## config.mk

```make
export PLATFORM = sky130hd
export DESIGN_NAME = equality_operand_source
export DESIGN_NICKNAME = d
export VERILOG_FILES = /design/src/rtl/equality_pkg.sv /design/src/rtl/lfsr_galois_step.sv /design/src/rtl/equality_operand_source.sv
export SDC_FILE = /design/constraint.sdc
export NUM_CORES = 1
export LEC_CHECK = 0
export ABC_CLOCK_PERIOD_IN_PS = 6500
export CORE_MARGIN = 2
export CORE_UTILIZATION = 55
export DETAILED_ROUTE_END_ITERATION = 6
export PLACE_DENSITY = 0.9
export SLEW_MARGIN = 10
export SYNTH_ARGS = -nofsm -noshare
export SYNTH_HDL_FRONTEND = slang
export SYNTH_SLANG_ARGS = --single-unit
```

## constraint.sdc

```tcl
create_clock -name clk_in -period 6.5 [get_ports clk_in]
set_input_delay 1.3 -clock clk_in [delete_from_list [all_inputs] [get_ports clk_in]]
set_output_delay 1.3 -clock clk_in [all_outputs]
set_load 0.02 [all_outputs]
```

## src/rtl/equality_pkg.sv

```systemverilog
// Shared definitions for the equality-compare stimulus source: FSM encoding
// and the Galois LFSR tap masks for the two supported operand widths.
package equality_pkg;

  typedef enum logic [1:0] {
    ST_IDLE = 2'd0,
    ST_RUN  = 2'd1,
    ST_DONE = 2'd2
  } state_e;

  localparam logic [7:0]  LFSR_TAPS_8  = 8'hB8;
  localparam logic [15:0] LFSR_TAPS_16 = 16'hB400;

endpackage

```

## src/rtl/lfsr_galois_step.sv

```systemverilog
// One step of a right-shift Galois LFSR; purely combinational.
module lfsr_galois_step #(
  parameter int               WIDTH = 8,
  parameter logic [WIDTH-1:0] TAPS  = '1
) (
  input  logic [WIDTH-1:0] state_in,
  output logic [WIDTH-1:0] next_out
);

  assign next_out = (state_in >> 1) ^ (state_in[0] ? TAPS : '0);

endmodule

```

## src/rtl/equality_operand_source.sv

```systemverilog
// Generates bursts of operand pairs plus their expected equality results for a
// downstream comparator, paced by a valid/ready handshake.
module equality_operand_source
  import equality_pkg::*;
#(
  parameter int               WIDTH    = 8,
  parameter int               COUNT_W  = 16,
  parameter logic [WIDTH-1:0] SEED_A   = 'hA5,
  parameter logic [WIDTH-1:0] SEED_B   = 'h3C,
  parameter int               EQ_EVERY = 4
) (
  input  logic               clk_in,
  input  logic               reset_in,
  input  logic               start_in,
  input  logic [COUNT_W-1:0] num_pairs_in,
  input  logic               ready_in,
  output logic               valid_out,
  output logic [WIDTH-1:0]   a_out,
  output logic [WIDTH-1:0]   b_out,
  output logic               exp_eq_out,
  output logic               exp_neq_out,
  output logic [WIDTH-1:0]   exp_sel_out,
  output logic               busy_out,
  output logic               done_out,
  output state_e             state_out
);

  localparam logic [WIDTH-1:0] TAPS =
    (WIDTH == 16) ? WIDTH'(LFSR_TAPS_16) : WIDTH'(LFSR_TAPS_8);

  state_e             state_q, state_d;
  logic [WIDTH-1:0]   lfsr_a_q, lfsr_a_d, lfsr_b_q, lfsr_b_d;
  logic [WIDTH-1:0]   lfsr_a_nxt, lfsr_b_nxt;
  logic [COUNT_W-1:0] count_q, count_d, num_q, num_d;
  logic               force_eq;
  logic               xfer;
  logic [WIDTH-1:0]   b_raw;

  lfsr_galois_step #(.WIDTH(WIDTH), .TAPS(TAPS)) u_step_a (
    .state_in (lfsr_a_q),
    .next_out (lfsr_a_nxt)
  );

  lfsr_galois_step #(.WIDTH(WIDTH), .TAPS(TAPS)) u_step_b (
    .state_in (lfsr_b_q),
    .next_out (lfsr_b_nxt)
  );

  // Handshake: a pair transfers on any rising edge where valid_out && ready_in;
  // while valid_out is high and ready_in is low, every data output holds.
  assign xfer = (state_q == ST_RUN) && ready_in;

  generate
    if (EQ_EVERY != 0) begin : g_force
      assign force_eq = ((count_q % COUNT_W'(EQ_EVERY)) == COUNT_W'(EQ_EVERY - 1));
    end else begin : g_no_force
      assign force_eq = 1'b0;
    end
  endgenerate

  always_ff @(posedge clk_in or posedge reset_in) begin
    if (reset_in) begin
      state_q  <= ST_IDLE;
      lfsr_a_q <= SEED_A;
      lfsr_b_q <= SEED_B;
      count_q  <= '0;
      num_q    <= '0;
    end else begin
      state_q  <= state_d;
      lfsr_a_q <= lfsr_a_d;
      lfsr_b_q <= lfsr_b_d;
      count_q  <= count_d;
      num_q    <= num_d;
    end
  end

  always_comb begin
    state_d  = state_q;
    lfsr_a_d = lfsr_a_q;
    lfsr_b_d = lfsr_b_q;
    count_d  = count_q;
    num_d    = num_q;
    case (state_q)
      ST_IDLE: begin
        if (start_in) begin
          if (num_pairs_in != '0) begin
            state_d  = ST_RUN;
            lfsr_a_d = SEED_A;
            lfsr_b_d = SEED_B;
            num_d    = num_pairs_in;
            count_d  = '0;
          end else begin
            state_d = ST_DONE;
          end
        end
      end
      ST_RUN: begin
        if (xfer) begin
          lfsr_a_d = lfsr_a_nxt;
          lfsr_b_d = lfsr_b_nxt;
          if (count_q == num_q - 1'b1) begin
            state_d = ST_DONE;
          end else begin
            count_d = count_q + 1'b1;
          end
        end
      end
      ST_DONE: state_d = ST_IDLE;
      default: state_d = ST_IDLE;
    endcase
  end

  // Expected results come from the driven operands, so natural collisions count.
  always_comb begin
    valid_out   = 1'b0;
    busy_out    = 1'b0;
    done_out    = 1'b0;
    a_out       = '0;
    b_out       = '0;
    b_raw       = force_eq ? lfsr_a_q : lfsr_b_q;
    exp_eq_out  = 1'b0;
    exp_neq_out = 1'b0;
    exp_sel_out = '0;
    if (state_q == ST_RUN) begin
      valid_out   = 1'b1;
      busy_out    = 1'b1;
      a_out       = lfsr_a_q;
      b_out       = b_raw;
      exp_eq_out  = (lfsr_a_q == b_raw);
      exp_neq_out = (lfsr_a_q != b_raw);
      exp_sel_out = (lfsr_a_q == b_raw) ? lfsr_a_q : b_raw;
    end
    if (state_q == ST_DONE) begin
      done_out = 1'b1;
    end
  end

  assign state_out = state_q;

endmodule

```

==> qor.csv <==
stage;metric;value;unit
worst_hold_path;hold_start;lfsr_a_q[7]$_DFFE_PP1P_;
clock_network;postCtsSetupBuffers;0;
route;drtIter0Drc;232;
route;via_per_inst;5.908;
route;detail-route-antenna-nets;0;
route;wirelength;7482;um
finish;drive_gt1_share;10.45;%
synthesis;synthFlopType;dfrtp_1;
outcome;status;completed;
worst_hold_path;hold_end;lfsr_a_q[7]$_DFFE_PP1P_;
timing;period_share;62.11;%
synthesis;yosys_warnings;0;
floorplanning;die_w;80.95;um
critical_path;critical_path_class;flop to output port;
route;first_pass_iters;4;
finish;fin_nets;423;
critical_path;crit_chain;nand2b_1 > inv_1 > and2_1 > clkdlybuf4s50_1;
floorplanning;die_area;6553;um^2
synthesis;synth-xor-area-share;7.799;%
critical_path;crit_family;buffers and inverters;
critical_path;cpPeakStageDelay;640;ps
place;gp_congestion;0.8741;
synthesis;synth_edf_count;0;
synthesis;syn_nets;388;
worst_hold_path;hold_path.class;flop to flop;
clock_network;clockRootBuffer;clkbuf_8;
synthesis;synthSimpleGateAreaFrac;28.35;%
timing;slew_violations;0;
synthesis;synthAdderAreaFrac;0.7683;%
synthesis;synthTopCellsByArea;dfrtp_1, nand2_1, dfstp_2;
synthesis;ys_seq_area_share;38.72;%
route;routedWlPerCell;15.69;um
clock_network;clk_latency;320;ps
route;vias;2818;
critical_path;arrival;2740;ps
job;drv_cap;0;
power;p_per_area;375.1;nW/um^2
critical_path;worstPathRequired;5200;ps
timing;fin_hold_ws;506.6;ps
critical_path;path_max_fanout;22;
timing;fin_crit;4037;ps
critical_path;end_kind;output port;
clock_network;cts_tree;done;
synthesis;synth.top_cells.by_count;nand2_1, dfrtp_1, nor2_1;
clock_network;clockBufferDepth;2;
global_route;busiest_layer;met2;
critical_path;r2r-end;count_q[1]$_DFFE_PP0P_;
synthesis;postSynthAreaPerCell;8.899;um^2
power;power.leakage;1.523;nW
finish;antenna_cells;0;
critical_path;cp-start-kind;flop;
critical_path;crit_buf_inv;2;
global_route;grtUsageMet2;38.68;%
floorplanning;ios;51;
synthesis;synth_area;3257;um^2
finish;syn_to_final_growth;17.79;%
place;dpl.hpwl;5366;um
floorplanning;core;5816;um^2
critical_path;rr_worst_depth;7;
timing;setup-violations-final;0;
worst_hold_path;whs_path_depth;2;
synthesis;synth_seq_cells;50;
clock_network;htreeDepth;2;
critical_path;r2r_start;num_q[2]$_DFFE_PP0P_;
timing;worst_pin_slew;1129;ps
timing;hold_viol;0;
global_route;antenna_found_initial;0;
timing;skew;14.13;ps
place;port_buffers;50;
timing;slew_headroom;24.48;%
synthesis;netlist_instances;366;
global_route;grt_pass1_wl;11940;um
synthesis;synthMuxAreaShare;2.459;%
global_route;track_usage;23.39;%
synthesis;synth_compound_area_share;16.94;%
timing;fin_tns_setup;0;ps
synthesis;synth_top_family_by_area;simple AND/OR/NAND/NOR gates;
synthesis;synth_most_common_cell;nand2_1;
global_route;grt_util_met1;30.90;%
synthesis;synth_top_area_share;32.27;%
global_route;gr-usage-met3;4.889;%
global_route;grt_start_max_net_pins;51;
clock_network;clkSlewWorstSetupHoldPaths;90;ps
clock_network;cts_buffers;5;
synthesis;synth-async-reset-ratio;100.0;%
timing;max_freq;247.7;MHz
floorplanning;rows;28;
floorplanning;initial_core_util;56.00;%
critical_path;slowest_stage;nand2b_1;
synthesis;yosysTopAreaCell;dfrtp_1;
floorplanning;die_h;80.95;um
route;route.detailed.drc;0;
clock_network;cts_sinks;50;
clock_network;postCtsResizedCells;0;
global_route;first_global_vias;2544;
clock_network;hold_buffers;0;
timing;rsz0062_at_grt;no;
power;ir_worst_vdd;0.2506;mV
critical_path;r2r_slack;3020;ps
global_route;overflow;0;
synthesis;ys_types;57;
## registers in the layout, indices dropped and copies added (netlist names)
signal and cells:
count_q 16, lfsr_a_q 8, lfsr_b_q 8, num_q 16
state_out 2
## power breakdown
| part | switching [mW] | internal [mW] |
|---|---|---|
| Sequential | 0.144 | 0.409 |
| Combinational | 0.340 | 0.329 |
| Clock | 0.105 | 0.113 |
## kinds of logic after synthesis
| kind of cell | after synthesis |
|---|---|
| AO/OA/AOI/OAI | 73 |
| XOR/XNOR | 29 |
| adder cells (fa/ha/maj) | 2 |
| buffers and inverters | 30 |
| flip-flops | 50 |
| multiplexers | 8 |
| AND/OR/NAND/NOR | 174 |
## metrics by stage
| step | total power [mW] | std cells | utilization (%) | worst slack, ps | cell area, um^2 |
|---|---|---|---|---|---|
| 3_5_place_dp | 1.221 | 469 | 64.09 | 2755 | 3727 |
| 2_1_floorplan | 0.9801 | 366 | - | 3614 | 3257 |
| 4_1_cts | 1.440 | 477 | 65.96 | 2432 | 3836 |
| 6_report | 1.439 | 477 | 65.96 | 2463 | 3836 |
| 5_1_grt | 1.524 | 477 | 65.96 | 2223 | 3836 |
| 3_3_place_gp | 1.190 | 469 | 64.09 | 2828 | 3727 |
## area by class of cell
class / count / area, um^2
clock buffer: 5 / 68.82
clock inverter: 3 / 40.04
fill: 481 / 1979
inverter: 6 / 22.52
multi-input combinational: 286 / 1834
sequential: 50 / 1261
tap: 75 / 93.84
timing repair buffer: 52 / 515.5
## tightest hold or removal path: stages (launching register included)
cell	delay (ps)
dfstp_2	400
nand2_1	60
nand2_1	50
## layer usage
metal / vias up / share of wire, %
met5: - / 0
met4: 0 / 1.3
met3: 10 / 5.4
met2: 77 / 50
met1: 1361 / 43
li1: 1370 / -
## cells in the final DEF (no fill, tap or decap), types with 4 or more instances in the layout
master,Yosys,layout
o21ai_0,5,5
nand2_1,61,61
o211ai_1,4,4
xnor2_1,15,15
a21oi_2,13,13
a22o_1,6,6
and2_1,11,11
or4_1,4,4
dfstp_2,8,8
nand3_1,4,4
a31oi_1,4,4
dfrtp_1,42,42
o21ai_1,15,15
mux2i_1,8,8
inv_1,6,5
nor4_1,9,9
a21oi_1,6,6
nor2_1,25,25
nor2b_1,4,4
xor2_1,14,14
nand4_1,9,9
clkdlybuf4s50_1,0,50
clkbuf_8,0,5
o31ai_1,4,4
or3_1,20,20
## worst max-delay path by stage
stage                              from                       to  slack, ps  cells after the start
3_5_place_dp           num_pairs_in[15]  count_q[15]$_DFFE_PP0P_       2750                      8
2_1_floorplan          num_pairs_in[14]  count_q[15]$_DFFE_PP0P_       3610                      7
6_report       state_out[1]$_DFFE_PP0P_                 a_out[1]       2460                      4
4_1_cts        state_out[1]$_DFFE_PP0P_                 a_out[1]       2430                      4
3_3_place_gp           num_pairs_in[15]  count_q[15]$_DFFE_PP0P_       2830                      8
5_1_grt        state_out[1]$_DFFE_PP0P_                 a_out[6]       2220                      4
No activity file was read; power rests on OpenSTA's default activity.
